===== src/rtl/wb_init_pkg.sv =====
// Shared types and constants for the Wishbone register-file initiator.
package wb_init_pkg;
  typedef enum logic [1:0] {
    IDLE  = 2'd0,
    ISSUE = 2'd1,
    RESP  = 2'd2
  } wb_init_state_e;

  localparam int WB_ADR_STRIDE     = 4;
  localparam int WB_WORD_SIZE_DEF  = 32;
  localparam int WB_ADR_W_DEF      = 32;
  localparam int WB_LEN_W_DEF      = 5;
  localparam int WB_TIMEOUT_DEF    = 255;
endpackage


===== src/rtl/wb_init_watchdog.sv =====
// Ack watchdog: cleared on load, counts while enabled, flags the final waiting cycle.
module wb_init_watchdog #(
  parameter int TIMEOUT_CYCLES = 255
) (
  input  logic clk_i,
  input  logic rst_ni,
  input  logic load,
  input  logic count,
  output logic expired
);
  logic [15:0] cnt;

  always_ff @(posedge clk_i or negedge rst_ni) begin
    if (!rst_ni)    cnt <= '0;
    else if (load)  cnt <= '0;
    else if (count) cnt <= cnt + 16'd1;
  end

  // Asserted during the TIMEOUT_CYCLES-th cycle of waiting, so the bus drops right after it.
  assign expired = count && (cnt == 16'(TIMEOUT_CYCLES - 1));
endmodule


===== src/rtl/wb_regfile_initiator.sv =====
// Wishbone classic initiator: one command -> N single-beat transfers -> N responses.
// Optional ack timeout enabled by defining WB_INIT_TIMEOUT_EN.
module wb_regfile_initiator
  import wb_init_pkg::*;
#(
  parameter int WORD_SIZE      = WB_WORD_SIZE_DEF,
  parameter int WHISBONE_ADR   = WB_ADR_W_DEF,
  parameter int LEN_W          = WB_LEN_W_DEF,
  parameter int TIMEOUT_CYCLES = WB_TIMEOUT_DEF
) (
  input  logic                    clk_i,
  input  logic                    rst_ni,
  input  logic                    req_valid_i,
  output logic                    req_ready_o,
  input  logic                    req_we_i,
  input  logic [WHISBONE_ADR-1:0] req_adr_i,
  input  logic [WORD_SIZE-1:0]    req_dat_i,
  input  logic [3:0]              req_sel_i,
  input  logic [LEN_W-1:0]        req_len_i,
  output logic                    rsp_valid_o,
  input  logic                    rsp_ready_i,
  output logic [WORD_SIZE-1:0]    rsp_dat_o,
  output logic                    rsp_err_o,
  output logic                    rsp_last_o,
  output logic                    busy_o,
  output logic                    wbm_cyc_o,
  output logic                    wbm_stb_o,
  output logic                    wbm_we_o,
  output logic [3:0]              wbm_sel_o,
  output logic [WHISBONE_ADR-1:0] wbm_adr_o,
  output logic [WORD_SIZE-1:0]    wbm_dat_o,
  input  logic [WORD_SIZE-1:0]    wbm_dat_i,
  input  logic                    wbm_ack_i
);
  wb_init_state_e   state;
  logic [LEN_W-1:0] beats_left;
  logic             expired;

`ifdef WB_INIT_TIMEOUT_EN
  logic issue_entry;
  assign issue_entry = (state == IDLE && req_valid_i) ||
                       (state == RESP && rsp_ready_i && !rsp_last_o);

  wb_init_watchdog #(.TIMEOUT_CYCLES(TIMEOUT_CYCLES)) u_wdog (
    .clk_i   (clk_i),
    .rst_ni  (rst_ni),
    .load    (issue_entry),
    .count   (state == ISSUE),
    .expired (expired)
  );
`else
  assign expired = 1'b0;
`endif

  always_ff @(posedge clk_i or negedge rst_ni) begin
    if (!rst_ni) begin
      state       <= IDLE;
      beats_left  <= '0;
      req_ready_o <= 1'b1;
      busy_o      <= 1'b0;
      rsp_valid_o <= 1'b0;
      rsp_dat_o   <= '0;
      rsp_err_o   <= 1'b0;
      rsp_last_o  <= 1'b0;
      wbm_cyc_o   <= 1'b0;
      wbm_stb_o   <= 1'b0;
      wbm_we_o    <= 1'b0;
      wbm_sel_o   <= '0;
      wbm_adr_o   <= '0;
      wbm_dat_o   <= '0;
    end else begin
      case (state)
        IDLE: if (req_valid_i) begin
          wbm_we_o    <= req_we_i;
          wbm_adr_o   <= req_adr_i;
          wbm_dat_o   <= req_dat_i;
          wbm_sel_o   <= req_sel_i;
          beats_left  <= (req_len_i == '0) ? LEN_W'(1) : req_len_i;
          wbm_cyc_o   <= 1'b1;
          wbm_stb_o   <= 1'b1;
          req_ready_o <= 1'b0;
          busy_o      <= 1'b1;
          state       <= ISSUE;
        end
        ISSUE: begin
          // Ack has priority over a timeout landing in the same cycle.
          if (wbm_ack_i) begin
            wbm_cyc_o   <= 1'b0;
            wbm_stb_o   <= 1'b0;
            rsp_valid_o <= 1'b1;
            rsp_dat_o   <= wbm_we_o ? '0 : wbm_dat_i;
            rsp_err_o   <= 1'b0;
            rsp_last_o  <= (beats_left == LEN_W'(1));
            state       <= RESP;
          end else if (expired) begin
            wbm_cyc_o   <= 1'b0;
            wbm_stb_o   <= 1'b0;
            rsp_valid_o <= 1'b1;
            rsp_dat_o   <= '0;
            rsp_err_o   <= 1'b1;
            rsp_last_o  <= 1'b1;
            state       <= RESP;
          end
        end
        RESP: if (rsp_ready_i) begin
          rsp_valid_o <= 1'b0;
          if (rsp_last_o) begin
            req_ready_o <= 1'b1;
            busy_o      <= 1'b0;
            state       <= IDLE;
          end else begin
            beats_left  <= beats_left - LEN_W'(1);
            wbm_adr_o   <= wbm_adr_o + WHISBONE_ADR'(WB_ADR_STRIDE);
            wbm_cyc_o   <= 1'b1;
            wbm_stb_o   <= 1'b1;
            state       <= ISSUE;
          end
        end
        default: state <= IDLE;
      endcase
    end
  end
endmodule


===== config.mk =====
export PLATFORM = sky130hd
export DESIGN_NAME = wb_regfile_initiator
export DESIGN_NICKNAME = d
export VERILOG_FILES = /design/src/rtl/wb_init_pkg.sv /design/src/rtl/wb_init_watchdog.sv /design/src/rtl/wb_regfile_initiator.sv
export SDC_FILE = /design/constraint.sdc
export NUM_CORES = 1
export LEC_CHECK = 0
export CAP_MARGIN = 20
export CORE_AREA = 3 3 134 136
export CTS_CLUSTER_DIAMETER = 30
export CTS_CLUSTER_SIZE = 16
export DETAILED_ROUTE_END_ITERATION = 8
export DIE_AREA = 0 0 137 139
export GPL_ROUTABILITY_DRIVEN = 0
export PLACE_DENSITY = 0.58
export SKIP_CTS_REPAIR_TIMING = 1
export SLEW_MARGIN = 20
export SYNTH_ARGS = -nofsm -noshare
export SYNTH_HDL_FRONTEND = slang
export SYNTH_HIERARCHICAL = 1
export SYNTH_SLANG_ARGS = --single-unit

===== constraint.sdc =====
create_clock -name clk_i -period 1.9 [get_ports clk_i]
set_clock_uncertainty 0.05 [all_clocks]
set_input_delay 0.38 -clock clk_i [delete_from_list [all_inputs] [get_ports clk_i]]
set_output_delay 0.38 -clock clk_i [all_outputs]
set_load 0.005 [all_outputs]

==> reports/results.env <==
CTS.SINK_COUNT=113
SETUP_REPAIR_AFTER_GLOBAL_ROUTING_MISSED_ITS_MARGIN='false'
GLOBAL_ROUTE.PEAK_USAGE_LAYER='met2'
NUMBER_OF_ENABLE_FLIP_FLOP_CELLS_AFTER_SYNTHESIS=0
GRT_USE_MET3=0.0791
SYNTH-WARNING-COUNT=6
POSTLAYOUTSETUPSLACKWORST_NS=0.0541
DIE-HEIGHT_UM=139
GR-USAGE-MET1=0.229
PATH_CLK_SLEW_NS=0.05
GLOBALROUTETOTALUTIL=0.192
SYNTHFLOPTYPE='sky130_fd_sc_hd__dfrtp_1'
VIAS_IN_THE_FIRST_GLOBAL_ROUTE=5465
FILL_COUNT=1593
DETAIL_ROUTE.WL_PER_CELL_UM=16.4
GRT_OVERFLOW_TOTAL=0
MAX-CAP-VIOLATIONS=0
SYNTH_NETS=712
GRT_MAX_DEGREE=47
PWR_DENSITY_CELL_nW_PER_UM2=1640
FINAL_WORST_PATH_PERIOD_SHARE=0.972
SYNTHESIS.AREA_UM2=5360
GRT_FIRST_PASS_WIRELENGTH_UM=28800
DRT_FIRST_ITER_VIOLATIONS=304
ASYNC_FLOP_SHARE=1.00
ROUTED_VIAS=5231
P_LEAK_uW=0.00374
REMAINING_DRC_ERRORS=0
NUMPORTBUFFERS=217
CTS_BUFFER_DEPTH=2
LAYOUT-DRIVE-GT1-SHARE=0.112
AREA.GROWTH.SYNTH_TO_FINAL_PCT=61.1
WORST-ENDPOINT-ARRIVAL_NS=1.42
ANTENNA_CELLS_INSERTED=0
FINISH.NET_COUNT=952
NETLIST-CELL-TYPE-COUNT=55
POSTSYNTHAREAPERCELL_UM2=8.96
DETAIL_ROUTE.WIRELENGTH_UM=17600
DIE_W_UM=137
FINALMAXSLEWVIOLATIONS=0
MAX_FREQ_MHz=542
AREA_AFTER_DETAILED_PLACEMENT_UM2=7980
WORST_SETUP_PATH_START_KIND='register'
PERIOD_NEEDED_NS=1.85
REQUIRED_WORST_ENDPOINT_NS=1.47
FINALCOREUTILIZATION=0.506
FLOORPLAN.ROWS=48
DRTPASS1ITERATIONS=4
INITIAL_ANTENNA_VIOLATION_COUNT=0
WORST_IR_DROP_VDD_mV=0.779
TIMING.FINAL.HOLD_VIOLATIONS=0
INITIAL_UTILIZATION=0.314
RUN_STATUS='completed'
DIEAREA_UM2=19000
POST-PLACE-WS_NS=-0.141
NETLIST_INSTANCES=598
GRT_UTIL_MET2=0.310
CTS.ROOT.BUFFER_CELL='sky130_fd_sc_hd__clkbuf_16'
WORSTSETUPPATHTYPE='reg -> out'
HOLD_WS_NS=0.333
SYNTH-SEQ-AREA-SHARE=0.528
CORE_AREA_UM2=17100
YS_FF_LATCH=113
WORST_MIN_PATH_CLASS='in -> async'
DETAIL_ROUTE.VIAS_PER_CELL=4.86
CTS_HTREE_LEVELS=4
CLOCK_INSERTION_DELAY_WORST_SKEW_NS=0.41
MAXIMUM_FANOUT_ALONG_THE_WORST_PATH=5
CTS_BUFFERS=17
TRITONCTS='yes'
TOP_LEVEL_PORTS=219
HPWLAFTERDP_UM=12900
CRITPATHCAPTURETYPE='output port'
POSTROUTEANTENNANETS=0
FIN_AREA_UM2=8640
SETUP_VIOL=0
-- per-layer routing --
metal  vias up  routed length, µm
met5         -                  0
met3        24               1760
met2       217               8430
met1      2476               7100
li1       2514                  -
met4         0                350
-- through the flow --
| stage | power (µW) | cells | TNS (ns) |
|---|---|---|---|
| finish | 14100 | 1076 | 0 |
| global placement | 10700 | 1041 | -0.972 |
| floorplan | 7140 | 598 | 0 |
| global route | 15200 | 1076 | 0 |
| detailed placement | 10800 | 1041 | -2.26 |
| CTS | 14200 | 1073 | -0.146 |
-- area by class of cell --
type | count | area [µm²] | area share
repair buffers | 258 | 2550 | 0.295
multi-input cells | 439 | 2320 | 0.269
clock inverters | 9 | 129 | 0.0149
clock buffers | 23 | 488 | 0.0565
well taps | 225 | 282 | 0.0326
inverters | 9 | 33.8 | 0.00391
flip-flops and latches | 113 | 2840 | 0.328
-- cell usage in the layout, fill, tap and decap left out, drive strengths merged, types with 6 or more instances in the layout --
cell,count
nor3,11
nand2b,32
o22ai,9
inv,9
clkbuf,23
and3,6
dfrtp,112
a21oi,30
a211oi,9
nor2,32
nand3,20
nand4,8
clkdlybuf4s50,215
o21ai,54
nand2,178
buf,41
-- sequential cells by signal (all words and copies together) (netlist names) --
| register | cells |
|---|---|
| rsp_dat_o | 32 |
| wbm_adr_o | 32 |
| wbm_dat_o | 32 |
| beats_left | 5 |
| wbm_sel_o | 4 |
| state | 2 |
| busy_o | 1 |
| req_ready_o | 1 |
| rsp_last_o | 1 |
| rsp_valid_o | 1 |
| wbm_stb_o | 1 |
| wbm_we_o | 1 |
-- critical path: stages (launching register included) --
cell and delay [ns]:
sky130_fd_sc_hd__dfrtp_1 0.35, sky130_fd_sc_hd__buf_4 0.14, sky130_fd_sc_hd__clkdlybuf4s50_1 0.52
-- final timing paths --
check / startpoint / to / slack [ns] / cells past startpoint
max: wbm_adr_o[22] / wbm_adr_o[22] / 0.05 / 2
min in group clk_i: wbm_adr_o[1] / wbm_adr_o[1] / 0.42 / 2
max reg2reg: wbm_adr_o[11] / wbm_adr_o[25] / 0.10 / 6
min reg2reg: wbm_adr_o[1] / wbm_adr_o[1] / 0.42 / 2
min: rst_ni / rsp_dat_o[9] / 0.33 / 2
max in group asynchronous: rst_ni / rsp_dat_o[17] / 0.85 / 3
-- cells in the mapped netlist (all sizes together), types with 3 or more instances --
library cell  number  area (µm²)
a2bb2oi            4        35.0
nor4               5        82.6
a211oi             9        72.6
o21ai             54         270
nand2            178         676
inv                9        33.8
nand2b            32         200
nand3             20         130
o32ai              5        43.8
dfrtp            112        2800
nand4              8        65.1
a311oi             4        35.0
and3               6        37.5
nor2              32         123
clkbuf            26         108
nor3              11        60.1
and4               3        26.3
a21oi             30         150
o22ai              9        56.3
ha                 3        37.5
a31oi              4        25.0
buf               11        72.6
-- where the power goes --
part | internal, µW | leakage (µW) | switching [µW]
Sequential | 3580 | 0.00135 | 937
Clock | 2200 | 0.000299 | 1100
Combinational | 3450 | 0.00209 | 2870
-- logic make-up (layout without fill, tap and decap cells) --
group                    count (synthesis)  after routing  synth area share
AND/OR/NAND/NOR                        308            308             0.284
AO/OA/AOI/OAI                          127            127             0.141
flip-flops                             113            113             0.528
adder cells (fa/ha/maj)                  3              3           0.00700
buffers and inverters                   46            299            0.0399
other                                    1              1          0.000700
(Power assumes the default switching activity.)
